## config.mk

```make
export PLATFORM = sky130hd
export DESIGN_NAME = uart_tx_arbiter
export DESIGN_NICKNAME = d
export VERILOG_FILES = /design/src/rtl/uart_tx_arbiter.sv
export SDC_FILE = /design/constraint.sdc
export NUM_CORES = 1
export LEC_CHECK = 0
export BUFFER_PORTS_ARGS = -buffer_cell sky130_fd_sc_hd__buf_2
export CORE_AREA = 2 2 46 91
export DETAILED_ROUTE_END_ITERATION = 10
export DIE_AREA = 0 0 48 93
export HOLD_SLACK_MARGIN = 0.12
export PLACE_DENSITY = 0.91
export SLEW_MARGIN = 25
export SYNTH_ARGS = -nofsm -noshare
export SYNTH_HDL_FRONTEND = slang
export SYNTH_SLANG_ARGS = --single-unit
```

## constraint.sdc

```tcl
create_clock -name clock -period 4.75 [get_ports clock]
set_input_delay 0.2375 -clock clock [delete_from_list [all_inputs] [get_ports clock]]
set_output_delay 0.2375 -clock clock [all_outputs]
set_load 0.02 [all_outputs]
```

## src/rtl/uart_tx_arbiter.sv

```systemverilog
// uart_tx_arbiter: shares one uart_device transmitter between NUM_REQ byte producers.
// Optional macro UART_TX_ARBITER_LOCK_EN adds a per-requester lock input for multi-byte packets.
module uart_tx_arbiter #(
  parameter int          NUM_REQ        = 4,
  parameter logic [15:0] BAUD_DIV       = 16'd12,
  parameter int          ACCEPT_TIMEOUT = 64
) (
  input  logic                 clock,
  input  logic                 reset,
  input  logic [NUM_REQ-1:0]   req,
  input  logic [8*NUM_REQ-1:0] req_data,
`ifdef UART_TX_ARBITER_LOCK_EN
  input  logic [NUM_REQ-1:0]   lock,
`endif
  output logic [NUM_REQ-1:0]   ack,
  output logic                 busy,
  output logic                 cfg_error,
  output logic                 tx_error,
  output logic [3:0]           control_address,
  output logic                 control_write,
  output logic [15:0]          data_out,
  input  logic [7:0]           flags,
  input  logic [15:0]          control_read,
  output logic [2:0]           dbg_state
);

  // Handshakes: req[i] is a level with req_data[i] held stable until ack[i] pulses for one
  // cycle; the requester may change both from the following cycle. On the UART side flags[0]
  // is tx ready: control_write stays high on address 3 until flags[0] is seen low.
  typedef enum logic [2:0] {
    CFG_WRITE = 3'd0,
    CFG_CHECK = 3'd1,
    IDLE      = 3'd2,
    ISSUE     = 3'd3,
    WAIT_DONE = 3'd4
  } state_t;

  localparam int PW = $clog2(NUM_REQ);
  localparam int CW = $clog2(ACCEPT_TIMEOUT + 1);

  state_t             r_state;
  logic [PW-1:0]      r_rr_ptr;
  logic [CW-1:0]      r_cnt;
  logic [NUM_REQ-1:0] r_ack;
  logic               r_cfg_error;
  logic               r_tx_error;
  logic               r_write;
  logic [3:0]         r_addr;
  logic [15:0]        r_data;

  logic [PW-1:0]      w_rr_pick;
  logic [PW-1:0]      w_pick;
  logic [7:0]         w_byte;
  logic               w_any;
  logic               w_unused;

  assign w_any    = |req;
  assign w_unused = ^flags[7:1];

  // Offsets are scanned from farthest to nearest so the requester closest after r_rr_ptr wins.
  always_comb begin
    w_rr_pick = r_rr_ptr;
    for (int i = NUM_REQ; i >= 1; i--) begin
      for (int j = 0; j < NUM_REQ; j++) begin
        if (req[j] && ((int'(r_rr_ptr) + i) % NUM_REQ == j)) w_rr_pick = PW'(j);
      end
    end
  end

`ifdef UART_TX_ARBITER_LOCK_EN
  logic r_prev_valid;
  logic w_lock_hit;
  // The previous winner keeps the grant; r_rr_ptr already points at it, so it stays put.
  assign w_lock_hit = r_prev_valid && req[r_rr_ptr] && lock[r_rr_ptr];
  assign w_pick     = w_lock_hit ? r_rr_ptr : w_rr_pick;
`else
  assign w_pick     = w_rr_pick;
`endif

  always_comb begin
    w_byte = 8'h00;
    for (int j = 0; j < NUM_REQ; j++) begin
      if (PW'(j) == w_pick) w_byte = req_data[8*j +: 8];
    end
  end

  always_ff @(posedge clock or posedge reset) begin
    if (reset) begin
      r_state     <= CFG_WRITE;
      r_rr_ptr    <= PW'(NUM_REQ - 1);
      r_cnt       <= '0;
      r_ack       <= '0;
      r_cfg_error <= 1'b0;
      r_tx_error  <= 1'b0;
      r_write     <= 1'b0;
      r_addr      <= 4'h2;
      r_data      <= '0;
`ifdef UART_TX_ARBITER_LOCK_EN
      r_prev_valid <= 1'b0;
`endif
    end else begin
      r_ack <= '0;
      case (r_state)
        CFG_WRITE: begin
          r_addr <= 4'h2;
          if (!r_write) begin
            r_write <= 1'b1;
            r_data  <= BAUD_DIV;
          end else begin
            r_write <= 1'b0;
            r_state <= CFG_CHECK;
          end
        end
        CFG_CHECK: begin
          if (control_read != BAUD_DIV) r_cfg_error <= 1'b1;
          r_addr  <= 4'h3;
          r_state <= IDLE;
        end
        IDLE: begin
          r_write <= 1'b0;
          r_addr  <= 4'h3;
          if (flags[0] && w_any) begin
            r_data   <= {8'h00, w_byte};
            r_ack    <= NUM_REQ'(1) << w_pick;
            r_rr_ptr <= w_pick;
            r_write  <= 1'b1;
            r_cnt    <= '0;
            r_state  <= ISSUE;
`ifdef UART_TX_ARBITER_LOCK_EN
            r_prev_valid <= 1'b1;
`endif
          end
        end
        ISSUE: begin
          // Dropping write on the edge that sees ready low keeps the UART to a single byte.
          if (!flags[0]) begin
            r_write <= 1'b0;
            r_state <= WAIT_DONE;
          end else if (r_cnt == CW'(ACCEPT_TIMEOUT - 1)) begin
            r_tx_error <= 1'b1;
            r_write    <= 1'b0;
            r_state    <= IDLE;
          end else begin
            r_cnt <= r_cnt + 1'b1;
          end
        end
        WAIT_DONE: begin
          r_write <= 1'b0;
          if (flags[0]) r_state <= IDLE;
        end
        default: r_state <= CFG_WRITE;
      endcase
    end
  end

  assign ack             = r_ack;
  assign busy            = (r_state != IDLE);
  assign cfg_error       = r_cfg_error;
  assign tx_error        = r_tx_error;
  assign control_address = r_addr;
  assign control_write   = r_write;
  assign data_out        = r_data;
  assign dbg_state       = r_state;

endmodule

```

# == Word level (Yosys, flattened, before mapping) ==
# Index checks and enable logic that the tools add are counted.
# totals
ff_bits,39
in_bits,62
word_cells,129
# classes
n_addsub,5
eq_ne,29
shifts,1
mux,41
bitwise,4
reduce_logical,40
# op_table
cell,n
$logic_not 32->1,4
$mux 16,2
$mux 2,16
$mux 8,4
$pmux 16 s2,1
$eq 3x3->1 const B,9
$mux 7,3
$eq 3x2->1 const B,6
$logic_and 1x1->1,17
$ne 16x4->1 const B,1
$mux 3,5
$pmux 3 s5,1
$pmux 7 s2,1
$ne 2x2->1 const B,6
$reduce_or 2->1,5
$mux 4,2
$pmux 4 s2,1
$reduce_and 4->1,2
$add 7x1->7 const B,1
$eq 7x6->1 const B,1
$reduce_and 2->1,3
$reduce_and 3->1,2
$reduce_bool 2->1,3
$add 2x1->2 const B,2
14 further kinds,22

# == Longest topological paths before layout ==
# logic_depth
word_depth,28
ltp_mapped,7

# == Least setup slack after synthesis ==
# OpenSTA, ideal clock, no wires.
# synth_path
path_kind,register -> register
startpoint,reg r_rr_ptr[0]
endpoint,"reg r_data[5], in the netlist data_out[5]"
arrival_time_ps,1589
required_time_ps,4621
slack_ps,3032
path_stages_with_launch,8
synth_period_minus_slack_ps,1718
path_cell_list,dfstp_2 > inv_2 > or3_4 > and3_1 > buf_6 > buf_6 > a22oi_2 > o31ai_1
# synth_between
elab_chain_cells,28
word_cells_on_any_way,70
classes_between,4 x add/sub; 15 x eq/ne; 22 x mux; 4 x bitwise; 25 x reduce/logical
# synth_rtl
element,line_no,rtl
from (decl),42,logic [PW-1:0] r_rr_ptr;
from (signal assigned),90,r_rr_ptr <= PW'(NUM_REQ - 1);
from (signal assigned),125,r_rr_ptr <= w_pick;
$add 2x1->2,65,if (req[j] && ((int'(r_rr_ptr) + i) % NUM_REQ == j)) w_rr_pick = PW'(j);
$reduce_or 2->1 (no source line),--,
$and 1x1->1 (no source line),--,
$logic_not 32->1,65,
$logic_and 1x1->1,65,
$mux 2 (15 in series),65,
$mux 2 (*),65,
$logic_not 2->1,83,if (PW'(j) == w_pick) w_byte = req_data[8*j +: 8];
$mux 8 (3 in series),83,
$mux 8 (*),83,
$mux 16 (*),122,if (flags[0] && w_any) begin
$pmux 16 s2 (*),103,case (r_state)
to (signal assigned),123,"r_data <= {8'h00, w_byte};"
to (decl),49,logic [15:0] r_data;
# Every way passes the cells marked *; elsewhere a longest branch is shown, timed or not. The select of a mux whose other input is x is not followed.
# A chain may end at the register's enable or synchronous reset.

# == Final worst setup path ==
# layout_path
startpoint,reg r_rr_ptr[0]
endpoint,"reg r_data[1], in the netlist data_out[1]"
# The elaborated chain is that of the path after synthesis.

==> out/results.ini <==
[synth]
synth_mux_area_share_pct = 1.14
synthTopCellsByArea = dfrtp_1 37%, buf_4 4.7%, a22oi_1 3.8%
yosys.area_share.simple_pct = 22.3
synthArstFlopShare_pct = 100
synthesis.area_um2 = 1760
synth_warnings = 0
avgSynthCellArea_um2 = 9.41
synth-seq-area-share_pct = 40.0
synth-xor-area-share_pct = 2.49
synth_flop_cell = dfrtp_1
synth_top_cell_by_area = dfrtp_1
synth_seq_cells = 28
synth_fa_ha_area_share_pct = 0.711
synth-edff-count = 0
ys_types = 54
synth-compound-area-share_pct = 23.6
synth_top_family_by_area = compound AO/OA/AOI/OAI gates
syn_inst = 187
netlist.area_leader.share_pct = 37.0

[route]
initialDrtViolationCount = 36
vias = 1648
vias_per_cell = 5.42
drc = 0
detail-route-antenna-nets = 0
wirelength_mm = 4.22
firstDrtPassIters = 5
wire_per_inst_um = 13.9

[clock_network]
cts_max_level = 1
clk-insertion-delay-late_ns = 0.27
path_clk_slew_ns = 0.09
ctsResizeCount = 0
cts_tree = built
cts_buffers = 3
root_buffer = clkbuf_8
cts_setup_buffers = 0
cts.path.max_buffers = 2
cts_hold_buf = 0
clock-sinks = 28

[global_routing]
grt_max_degree = 29
antenna_found_initial = 0
grt_pass1_wl_mm = 6.44
grt_pass1_vias = 1497
grt_usage_pct = 19.7
globalRouteOverflowTotal = 0

[floorplan]
fp.dieH_um = 93
core_um2 = 3800
ios = 93
dieArea_um2 = 4460
initial_core_util_pct = 46.2
die_w_um = 48
rows = 32

[worst_setup_path]
crit_fanout = 18
path_buf_inv = 0
r2r_end = data_out[1]$_DFFE_PP0P_
crit_family = simple AND/OR/NAND/NOR gates
reg2reg_from = r_rr_ptr[0]$_DFFE_PP1P_
crit_arrival_ns = 2.26
cp_cell_sequence = nand2b_1, a21o_1, and3_1, a22oi_1, o31ai_1
slowest_stage = and3_1
cp-start-kind = flop
max_stage_delay_ns = 0.65
cp.required_ns = 4.92
crit_type = flop to flop
rrSetupSlack_ns = 2.66
reg2regPathDepth = 5
end_kind = flop

[placement]
port_buffers = 74
dpl.hpwl_mm = 3.37
post-place-ws_ns = 2.68
placed_cells = 300
gp_congestion = 0.785

[min_path]
min_from = flags[0]
worst_hold_path.endpoint = dbg_state[2]$_DFFE_PP0P_
holdCritPathClass = input port to flop
worstHoldPathCells = 2

[timing]
fin_ws_ns = 2.66
hold_viol = 0
rsz0062_at_grt = false
period_needed_ns = 2.09
finalSetupViolations = 0
slew_headroom_pct = 51.8
clock.fmax_mhz = 479
slew_violations = 0
tightest_slew_ns = 0.724
holdWs_ns = 0.158
finClkSkew_ns = 0.00267
setup_tns_ns = 0
finalCritPeriodShare_pct = 44.0

[pwr]
leakagePower_nw = 1.05
p_total_mw = 1.07
peakVddDrop_v = 0.000330
p_per_area_nw_per_um2 = 502

[final_layout]
diodes = 0
nNetsFinal = 318
fin_cells = 304
area_growth_pct = 21.1
layout-drive-gt1-share_pct = 37.2
mostFrequentLayoutCell = buf_2
final_cell_mix = 74 x buf_2, 26 x dfrtp_1, 17 x nand2_1
fillCellCount = 347

[run_status]
status = completed

[flow_run]
drv_cap = 0

-- final cells by class --
| class | count | area [um^2] | share of cell area [%] |
|---|---|---|---|
| Tap cell | 51 | 63.8 | 3.00 |
| Clock buffer | 3 | 41.3 | 1.94 |
| Sequential cell | 28 | 703 | 33.0 |
| Inverter | 4 | 15.0 | 0.705 |
| Timing Repair Buffer | 75 | 380 | 17.9 |
| Multi-Input combinational cell | 143 | 926 | 43.5 |
-- kinds of logic after synthesis --
logic type | count (synthesis)
buf+inv | 25
fa+ha+maj | 1
flops | 28
compound gates | 53
mux | 2
xor+xnor | 5
simple gates | 71
other cells | 2
-- worst register-to-register path, cell delays in order, from the launching register on --
cell and delay (ns):
dfstp_2 0.60, nand2b_1 0.12, a21o_1 0.17, and3_1 0.65, a22oi_1 0.17, o31ai_1 0.28
-- state kept, by name (all words and copies together), names as in the netlist --
register         cells
r_rr_ptr             2
control_address      1
cfg_error            1
data_out             8
dbg_state            3
ack                  4
tx_error             1
control_write        1
r_cnt                7
-- routing by layer --
metal	vias to the layer above	global-route usage (%)	share of wire, %
li1	795	-	-
met1	770	22.6	37
met2	77	32.9	54
met3	6	2.70	6.6
met4	0	10.4	2.1
met5	-	0	0
-- power by group --
| group | total, mW | switching [mW] | internal [mW] |
|---|---|---|---|
| Sequential | 0.385 | 0.0753 | 0.309 |
| Clock | 0.125 | 0.0683 | 0.0569 |
| Combinational | 0.560 | 0.340 | 0.219 |
| Total | 1.07 | 0.484 | 0.586 |
-- how the worst max path moves through the flow --
| stage | from | end | slack (ns) | cells after the start |
|---|---|---|---|---|
| 3_5_place_dp | r_rr_ptr[0]$_DFFE_PP1P_ | data_out[1]$_DFFE_PP0P_ | 2.68 | 5 |
| 4_1_cts | r_rr_ptr[0]$_DFFE_PP1P_ | data_out[5]$_DFFE_PP0P_ | 2.67 | 5 |
| 5_1_grt | r_rr_ptr[0]$_DFFE_PP1P_ | data_out[5]$_DFFE_PP0P_ | 2.43 | 5 |
| 6_report | r_rr_ptr[0]$_DFFE_PP1P_ | data_out[1]$_DFFE_PP0P_ | 2.66 | 5 |
| 3_3_place_gp | r_rr_ptr[0]$_DFFE_PP1P_ | data_out[5]$_DFFE_PP0P_ | 2.75 | 5 |
| 2_1_floorplan | r_rr_ptr[0]$_DFFE_PP1P_ | data_out[5]$_DFFE_PP0P_ | 3.03 | 7 |
-- Yosys cell counts, types with 2 or more instances --
cell and number:
dfrtp_1 26, clkbuf_1 2, or2_2 2, and2_1 4, a21oi_2 5, a21o_1 7
and3_1 6, nor4b_1 3, mux2i_1 2, nor2b_1 4, nor3_1 2, nor2_1 10
dfstp_2 2, o22ai_1 3, buf_4 11, o31ai_1 5, a221oi_1 2, nand3_1 5
nand2_1 17, a32oi_1 3, buf_2 5, nand2b_1 3, xor2_1 4, a21oi_1 2
a22oi_1 9, buf_6 3, nand4_1 2, inv_1 3, nor4_1 2, conb_1 2
o21ai_1 5, nand3b_1 3, o21ai_0 2
-- stage by stage --
step                      cell area, um^2  util (%)
final                                2130      56.0
after global routing                 2130      56.0
after CTS                            2120      55.7
after detailed placement             2080      54.6
after global placement               2080      54.6
after floorplan                      1790         -
No activity file was read; power rests on OpenSTA's default activity.
